`config.mk`:
```
export PLATFORM = sky130hd
export DESIGN_NAME = pcp_tcm_stream_reader
export DESIGN_NICKNAME = d
export VERILOG_FILES = /design/src/rtl/pcp_tcm_pkg.sv /design/src/rtl/pcp_tcm_skid_fifo.sv /design/src/rtl/pcp_tcm_stream_reader.sv
export SDC_FILE = /design/constraint.sdc
export NUM_CORES = 1
export LEC_CHECK = 0
export BUFFER_PORTS_ARGS = -buffer_cell sky130_fd_sc_hd__buf_2
export CORE_AREA = 2 2 161 163
export DETAILED_ROUTE_END_ITERATION = 8
export DIE_AREA = 0 0 163 165
export PLACE_DENSITY_LB_ADDON = 0.08
export SYNTH_ARGS = -nofsm -noshare
export SYNTH_HDL_FRONTEND = slang
export SYNTH_SLANG_ARGS = --single-unit
```
`constraint.sdc`:
```
create_clock -name clk -period 2.7 [get_ports clk]
set_input_delay 0.81 -clock clk [delete_from_list [all_inputs] [get_ports clk]]
set_output_delay 0.81 -clock clk [all_outputs]
set_load 0.01 [all_outputs]
```
`src/rtl/pcp_tcm_pkg.sv`:
```
`default_nettype none
// ============================================================================
//  Module      : pcp_tcm_pkg
//  Description : Shared constants, FSM state type and ones'-complement adder
//                for the PCP TCM stream reader.
//  Revision    : 1.0 - initial release
// ============================================================================
package pcp_tcm_pkg;

    localparam int TCM_ADDR_W = 13;
    localparam int TCM_DEPTH  = 6144;

    typedef enum logic [1:0] {
        ST_IDLE  = 2'd0,
        ST_RUN   = 2'd1,
        ST_DRAIN = 2'd2
    } pcp_tcm_state_e;

    // 16-bit ones'-complement addition with end-around carry.
    function automatic logic [15:0] ones_add(input logic [15:0] a, input logic [15:0] b);
        logic [16:0] s;
        s = {1'b0, a} + {1'b0, b};
        return s[15:0] + {15'd0, s[16]};
    endfunction

endpackage : pcp_tcm_pkg
`default_nettype wire

```
`src/rtl/pcp_tcm_skid_fifo.sv`:
```
`default_nettype none
// ============================================================================
//  Module      : pcp_tcm_skid_fifo
//  Description : Synchronous FIFO absorbing TCM read data that is already in
//                flight when the stream sink stalls; flush has priority.
//  Revision    : 1.0 - initial release
// ============================================================================
module pcp_tcm_skid_fifo #(
    parameter int WIDTH = 34,
    parameter int DEPTH = 4,
    localparam int PTR_W = $clog2(DEPTH),
    localparam int CNT_W = PTR_W + 1
) (
    input  logic             clk,
    input  logic             reset_n,
    input  logic             flush,
    input  logic             push,
    input  logic [WIDTH-1:0] push_data,
    input  logic             pop,
    output logic [WIDTH-1:0] pop_data,
    output logic [CNT_W-1:0] count,
    output logic             empty
);

    logic [WIDTH-1:0] r_mem [DEPTH];
    logic [PTR_W-1:0] r_wr_ptr;
    logic [PTR_W-1:0] r_rd_ptr;
    logic [CNT_W-1:0] r_count;
    logic             w_do_push;
    logic             w_do_pop;

    assign w_do_pop  = pop && (r_count != '0);
    assign w_do_push = push && ((r_count != CNT_W'(DEPTH)) || w_do_pop);

    always_ff @(posedge clk or negedge reset_n) begin
        if (!reset_n) begin
            for (int i = 0; i < DEPTH; i++) begin
                r_mem[i] <= '0;
            end
            r_wr_ptr <= '0;
            r_rd_ptr <= '0;
            r_count  <= '0;
        end else if (flush) begin
            r_wr_ptr <= '0;
            r_rd_ptr <= '0;
            r_count  <= '0;
        end else begin
            if (w_do_push) begin
                r_mem[r_wr_ptr] <= push_data;
                r_wr_ptr        <= r_wr_ptr + 1'b1;
            end
            if (w_do_pop) begin
                r_rd_ptr <= r_rd_ptr + 1'b1;
            end
            case ({w_do_push, w_do_pop})
                2'b10:   r_count <= r_count + 1'b1;
                2'b01:   r_count <= r_count - 1'b1;
                default: r_count <= r_count;
            endcase
        end
    end

    assign pop_data = r_mem[r_rd_ptr];
    assign count    = r_count;
    assign empty    = (r_count == '0);

endmodule : pcp_tcm_skid_fifo
`default_nettype wire

```
`src/rtl/pcp_tcm_stream_reader.sv`:
```
`default_nettype none
// ============================================================================
//  Module      : pcp_tcm_stream_reader
//  Description : Reads a contiguous block of TCM words (latency-1 Avalon-MM)
//                and streams them out on Avalon-ST with backpressure.
//                Optional PCP_TCM_RD_CKSUM_EN adds a ones'-complement cksum.
//  Revision    : 1.0 - initial release
// ============================================================================
module pcp_tcm_stream_reader
    import pcp_tcm_pkg::*;
#(
    parameter int ADDR_W     = TCM_ADDR_W,
    parameter int DEPTH      = TCM_DEPTH,
    parameter int LEN_W      = 14,
    parameter int FIFO_DEPTH = 4
) (
    input  logic              clk,
    input  logic              reset_n,
    input  logic              start,
    input  logic              abort,
    input  logic [ADDR_W-1:0] base_addr,
    input  logic [LEN_W-1:0]  len_words,
    output logic              busy,
    output logic              done,
    output logic              error,
    output logic [ADDR_W-1:0] m_address,
    output logic              m_chipselect,
    output logic              m_write,
    output logic [3:0]        m_byteenable,
    output logic              m_clken,
    input  logic [31:0]       m_readdata,
    output logic [31:0]       st_data,
    output logic              st_valid,
    output logic              st_sop,
    output logic              st_eop,
    input  logic              st_ready
`ifdef PCP_TCM_RD_CKSUM_EN
    ,
    output logic [15:0]       cksum
`endif
);

    localparam int CNT_W = $clog2(FIFO_DEPTH) + 1;

    pcp_tcm_state_e    r_state;
    pcp_tcm_state_e    w_state_nxt;
    logic [ADDR_W-1:0] r_addr;
    logic [LEN_W-1:0]  r_len;
    logic [LEN_W-1:0]  r_issued;
    logic              r_inflight;
    logic              r_infl_sop;
    logic              r_infl_eop;
    logic              r_done;
    logic              r_error;

    logic              w_done_nxt;
    logic              w_error_nxt;
    logic              w_accept;
    logic              w_issue;
    logic              w_last_issue;
    logic              w_pop;
    logic              w_last_pop;
    logic              w_flush;
    logic              w_range_bad;
    logic [LEN_W:0]    w_range_end;
    logic [CNT_W:0]    w_credit;
    logic [CNT_W-1:0]  w_fifo_count;
    logic              w_fifo_empty;
    logic [33:0]       w_fifo_head;

    assign w_range_end  = (LEN_W+1)'(base_addr) + (LEN_W+1)'(len_words);
    assign w_range_bad  = w_range_end > (LEN_W+1)'(DEPTH);
    // Words in the FIFO plus the one whose data returns this cycle.
    assign w_credit     = (CNT_W+1)'(w_fifo_count) + (CNT_W+1)'(r_inflight);
    assign w_issue      = (r_state == ST_RUN) && !abort && (r_issued < r_len)
                          && (w_credit < (CNT_W+1)'(FIFO_DEPTH));
    assign w_last_issue = (r_issued == r_len - 1'b1);
    assign w_pop        = !w_fifo_empty && st_ready;
    assign w_last_pop   = w_pop && w_fifo_head[32];
    assign w_flush      = abort && (r_state != ST_IDLE);

    always_comb begin
        w_state_nxt = r_state;
        w_done_nxt  = 1'b0;
        w_error_nxt = 1'b0;
        w_accept    = 1'b0;
        case (r_state)
            ST_IDLE: begin
                if (start) begin
                    if (len_words == '0) begin
                        w_done_nxt = 1'b1;
                    end else if (w_range_bad) begin
                        w_done_nxt  = 1'b1;
                        w_error_nxt = 1'b1;
                    end else begin
                        w_accept    = 1'b1;
                        w_state_nxt = ST_RUN;
                    end
                end
            end
            ST_RUN: begin
                if (abort) begin
                    w_done_nxt  = 1'b1;
                    w_state_nxt = ST_IDLE;
                end else if (w_issue && w_last_issue) begin
                    w_state_nxt = ST_DRAIN;
                end
            end
            ST_DRAIN: begin
                if (abort || w_last_pop) begin
                    w_done_nxt  = 1'b1;
                    w_state_nxt = ST_IDLE;
                end
            end
            default: w_state_nxt = ST_IDLE;
        endcase
    end

    always_ff @(posedge clk or negedge reset_n) begin
        if (!reset_n) begin
            r_state    <= ST_IDLE;
            r_done     <= 1'b0;
            r_error    <= 1'b0;
            r_addr     <= '0;
            r_len      <= '0;
            r_issued   <= '0;
            r_inflight <= 1'b0;
            r_infl_sop <= 1'b0;
            r_infl_eop <= 1'b0;
        end else begin
            r_state    <= w_state_nxt;
            r_done     <= w_done_nxt;
            r_error    <= w_error_nxt;
            r_inflight <= w_issue;
            r_infl_sop <= (r_issued == '0);
            r_infl_eop <= w_last_issue;
            if (w_accept) begin
                r_addr   <= base_addr;
                r_len    <= len_words;
                r_issued <= '0;
            end else if (w_issue) begin
                r_addr   <= r_addr + 1'b1;
                r_issued <= r_issued + 1'b1;
            end
        end
    end

    pcp_tcm_skid_fifo #(
        .WIDTH (34),
        .DEPTH (FIFO_DEPTH)
    ) u_skid_fifo (
        .clk       (clk),
        .reset_n   (reset_n),
        .flush     (w_flush),
        .push      (r_inflight),
        .push_data ({r_infl_sop, r_infl_eop, m_readdata}),
        .pop       (w_pop),
        .pop_data  (w_fifo_head),
        .count     (w_fifo_count),
        .empty     (w_fifo_empty)
    );

    assign busy         = (r_state != ST_IDLE);
    assign done         = r_done;
    assign error        = r_error;
    assign m_address    = r_addr;
    assign m_chipselect = w_issue;
    assign m_write      = 1'b0;
    assign m_byteenable = 4'hF;
    assign m_clken      = 1'b1;
    assign st_valid     = !w_fifo_empty;
    assign st_data      = w_fifo_head[31:0];
    assign st_eop       = !w_fifo_empty && w_fifo_head[32];
    assign st_sop       = !w_fifo_empty && w_fifo_head[33];

`ifdef PCP_TCM_RD_CKSUM_EN
    logic [15:0] r_cksum;

    always_ff @(posedge clk or negedge reset_n) begin
        if (!reset_n) begin
            r_cksum <= '0;
        end else if (w_accept) begin
            r_cksum <= '0;
        end else if (w_pop) begin
            r_cksum <= ones_add(ones_add(r_cksum, w_fifo_head[31:16]), w_fifo_head[15:0]);
        end
    end

    assign cksum = r_cksum;
`else
    // Checksum datapath not built.
`endif

endmodule : pcp_tcm_stream_reader
`default_nettype wire

```
==> impl_metrics.yaml <==
drt:
  via_per_inst: 5.272
  first_pass_iters: 4
  vias: 7144
  antenna_left: 0
  wl_mm: 24.87
  drt_iter0_markers: 320
  wl_per_cell_um: 18.35
  drc: 0
synthesis:
  yosysWarnings: 0
  synthFlopType: "dfrtp_1"
  yosysTopAreaCellShare_pct: 47.22
  yosysTopAreaCell: "dfrtp_1"
  synth-edff-count: 0
  netlist_top_cells_area: "dfrtp_1 47%, mux2_2 16%, mux4_2 7.6%, ha_1 4.4%, mux2_4 2.8%"
  yosys_register_bits: 191
  avgSynthCellArea_um2: 12.81
  yosysSeqAreaShare_pct: 47.22
  netlist_instances: 790
  async_flop_share_pct: 100.0
  syn_area_um2: 10120
  yosysUniqueCellTypes: 63
place:
  hpwl_mm: 17.84
  place_inst: 1300
  port_buffers: 115
  place_congestion: 0.9037
floorplan:
  start_util_pct: 40.43
  die-height_um: 165
  io_pins: 122
  dieArea_um2: 26900
  coreArea_um2: 25040
  floorplan.rows: 58
  die-width_um: 163
sta:
  setup_ws_ns: -0.2934
  tightest_slew_ns: 0.5565
  hold_viol: 0
  rsz0062_at_grt: "yes"
  finalSetupViolCount: 45
  whs_ns: 0.3433
  min_period_over_period_pct: 110.9
  fin_crit_ns: 2.993
  fin_skew_ns: 0.01348
  tns_ns: -11.95
  max_freq_mhz: 334.1
  drv_slew: 0
  max_slew_margin_pct: 62.90
cts:
  cts-root-buf: "clkbuf_16"
  clock_sinks: 191
  cts_buffer_depth: 2
  cts_tree: "built"
  cts_buffers: 17
  htreeDepth: 4
  clock_latency_ns: 0.43
  path_clk_slew_ns: 0.08
  cts-hold-fix-buffers: 0
critical_path:
  critPathKind: "in -> reg"
  critPathLaunch: "base_addr[4]"
  critPathArrivalTime_ns: 3.30
  required_ns: 3.01
  critPathMaxStageDelay_ns: 0.41
  crit_path_end_kind: "register"
  crit_slowest_cell: "a2111o_1"
  path_cells: "buf_8 > ha_4 > and2_4 > a221oi_4 > a2111oi_4 > or3_1 > a2111o_1 > o211ai_4 > nand3_4 > buf_12 > mux2_4"
  cp_max_fo: 25
  r2r_start: "r_len[1]$_DFFE_PN0P_"
  crit_path_start_kind: "input pin"
outcome:
  failed_checks: "setup timing"
  status: "complete, but fails checks"
finish:
  post_layout_nonfiller_instances: 1355
  layout-drive-gt1-share_pct: 51.66
  area_growth_pct: 29.25
  layout.nets: 1113
  fillers: 2234
global_route:
  grt_pass1_wl_mm: 39.81
  track_usage_pct: 18.97
  grt_overflow: 0
  grt_max_degree: 55
  grt_pass1_vias: 7782
  grt_antenna_before_repair: 1
worst_hold_path:
  worstHoldPathType: "in -> async"
pwr:
  leakagePower_nw: 6.262
  ir_drop_mv: 0.5163
  powerDensity_nw_per_um2: 962.6
job:
  cap_violations: 0
## registers in the layout (all words and copies together), names as in the netlist
name / count
r_infl_eop: 1
error: 1
r_infl_sop: 1
r_len: 14
r_state: 2
m_address: 13
u_skid_fifo.r_rd_ptr: 2
done: 1
u_skid_fifo.r_wr_ptr: 2
u_skid_fifo.count: 3
u_skid_fifo.r_mem: 136
r_inflight: 1
r_issued: 14
## worst max-delay path: cells and delay by family
family	cells	cell delay, ns
adders and majority gates	1	0.24
muxes	1	0.30
AOI/OAI and AO/OA	4	1.07
buffers and inverters	2	0.29
and+or+nand+nor	3	0.57
## synth_stat cells, types with 2 or more instances
master     instances
or3_1              3
a31oi_1            3
mux2_4            19
a22oi_1            2
buf_2              2
mux2i_1            7
conb_1             2
or4_1              2
nand2b_1           4
nor4b_1            2
nor2b_1            9
nor4_1             6
o21ai_0           19
mux2_2           141
buf_1              3
nand2_1           31
xnor2_1           29
nand3_1            9
or2_2              3
a21oi_1           16
xor2_1            22
inv_1             26
o41ai_1            3
ha_1              36
nor3_1            11
mux4_2            34
nand4_1           15
a21boi_0           3
clkbuf_1          30
buf_4              6
fa_1               2
a41oi_1            3
dfrtp_1          191
o21a_1             2
a21o_1             4
and3_1            13
buf_6              2
o2111ai_1          2
and4_1             4
a211oi_1           4
nor3b_1            3
nor2_1            38
a2111oi_0          2
and2_1             3
## where the power goes
group / switching [mW] / internal, mW
sequential: 0.701 / 3.90
clock: 1.22 / 1.33
combinational: 2.34 / 3.10
total: 4.26 / 8.33
## final timing paths
check                                                     to  slack [ns]  cells past startpoint
setup / recovery                        r_len[6]$_DFFE_PN0P_       -0.29                     11
hold / removal             u_skid_fifo.r_mem[78]$_DFFE_PN0P_        0.34                      1
setup reg to reg                      r_state[1]$_DFFE_PN0P_        0.14                     12
hold reg to reg            u_skid_fifo.r_mem[13]$_DFFE_PN0P_        0.50                      1
max in group asynchronous  u_skid_fifo.r_mem[65]$_DFFE_PN0P_        1.68                      2
min in group clk           u_skid_fifo.r_mem[13]$_DFFE_PN0P_        0.50                      1
## routing by layer
metal | track usage (%) | vias to the layer above | share of wire [%]
li1 | - | 3328 | -
met1 | 22.87 | 3670 | 43
met2 | 35.34 | 120 | 52
met3 | 3.114 | 26 | 2.9
met4 | 4.586 | 0 | 1.7
met5 | 0 | - | 0
## cell usage in the layout, fill, tap and decap left out, types with 10 or more instances in the layout
| master | instances |
|---|---|
| dfrtp_1 | 189 |
| mux2_2 | 141 |
| buf_2 | 106 |
| buf_4 | 106 |
| mux4_2 | 34 |
| xnor2_1 | 29 |
| ha_1 | 29 |
| nand2_1 | 26 |
| inv_1 | 24 |
| nor2_1 | 24 |
| xor2_1 | 22 |
| mux2_4 | 19 |
| clkbuf_16 | 18 |
| buf_12 | 18 |
| a21oi_1 | 15 |
| o21ai_0 | 15 |
| nand4_1 | 15 |
| and3_1 | 12 |
| nor2_2 | 12 |
| nor3_1 | 10 |
## stage by stage
stage | setup slack (ns) | utilization, % | instance area [um^2] | power, mW
3_3_place_gp | -0.7492 | 47.83 | 11970 | 9.316
6_report | -0.2934 | 52.25 | 13080 | 12.59
5_1_grt | -0.3997 | 52.25 | 13080 | 13.38
3_5_place_dp | -0.8893 | 47.83 | 11970 | 9.613
4_1_cts | -0.2980 | 51.21 | 12820 | 12.45
2_1_floorplan | -0.5816 | - | 10230 | 7.710
## kinds of logic (layout without fill, tap and decap cells)
| family | count (synthesis) | count (layout) | synth area share (%) |
|---|---|---|---|
| XOR/XNOR | 51 | 51 | 4.413 |
| other | 2 | 7 | 0.07419 |
| buffers and inverters | 69 | 299 | 2.954 |
| AO/OA/AOI/OAI | 78 | 78 | 5.414 |
| flip-flops | 191 | 191 | 47.22 |
| AND/OR/NAND/NOR | 160 | 160 | 8.319 |
| adder cells (fa/ha/maj) | 38 | 38 | 4.845 |
| multiplexers | 201 | 201 | 26.76 |
## layout make-up
class                   instances  area [um^2]  area share, %
clock inverters                14        166.4          1.272
inverters                      26        97.59         0.7460
clock buffers                  18        429.2          3.280
multi-input cells             534         5360          40.97
repair buffers                241         1832          14.00
flip-flops and latches        191         4782          36.55
diodes                          1        2.502        0.01913
well taps                     330        412.9          3.156
## what timing repair did
| item | 4_1_cts | 5_1_grt |
|---|---|---|
| resized for setup | 39 | 31 |
| pin swaps | 8 | 9 |
| cloned | 0 | 1 |
| setup endpoints to repair | 56 | 47 |
| setup buffers | 12 | 10 |
Power figures use the tool's default switching activity.
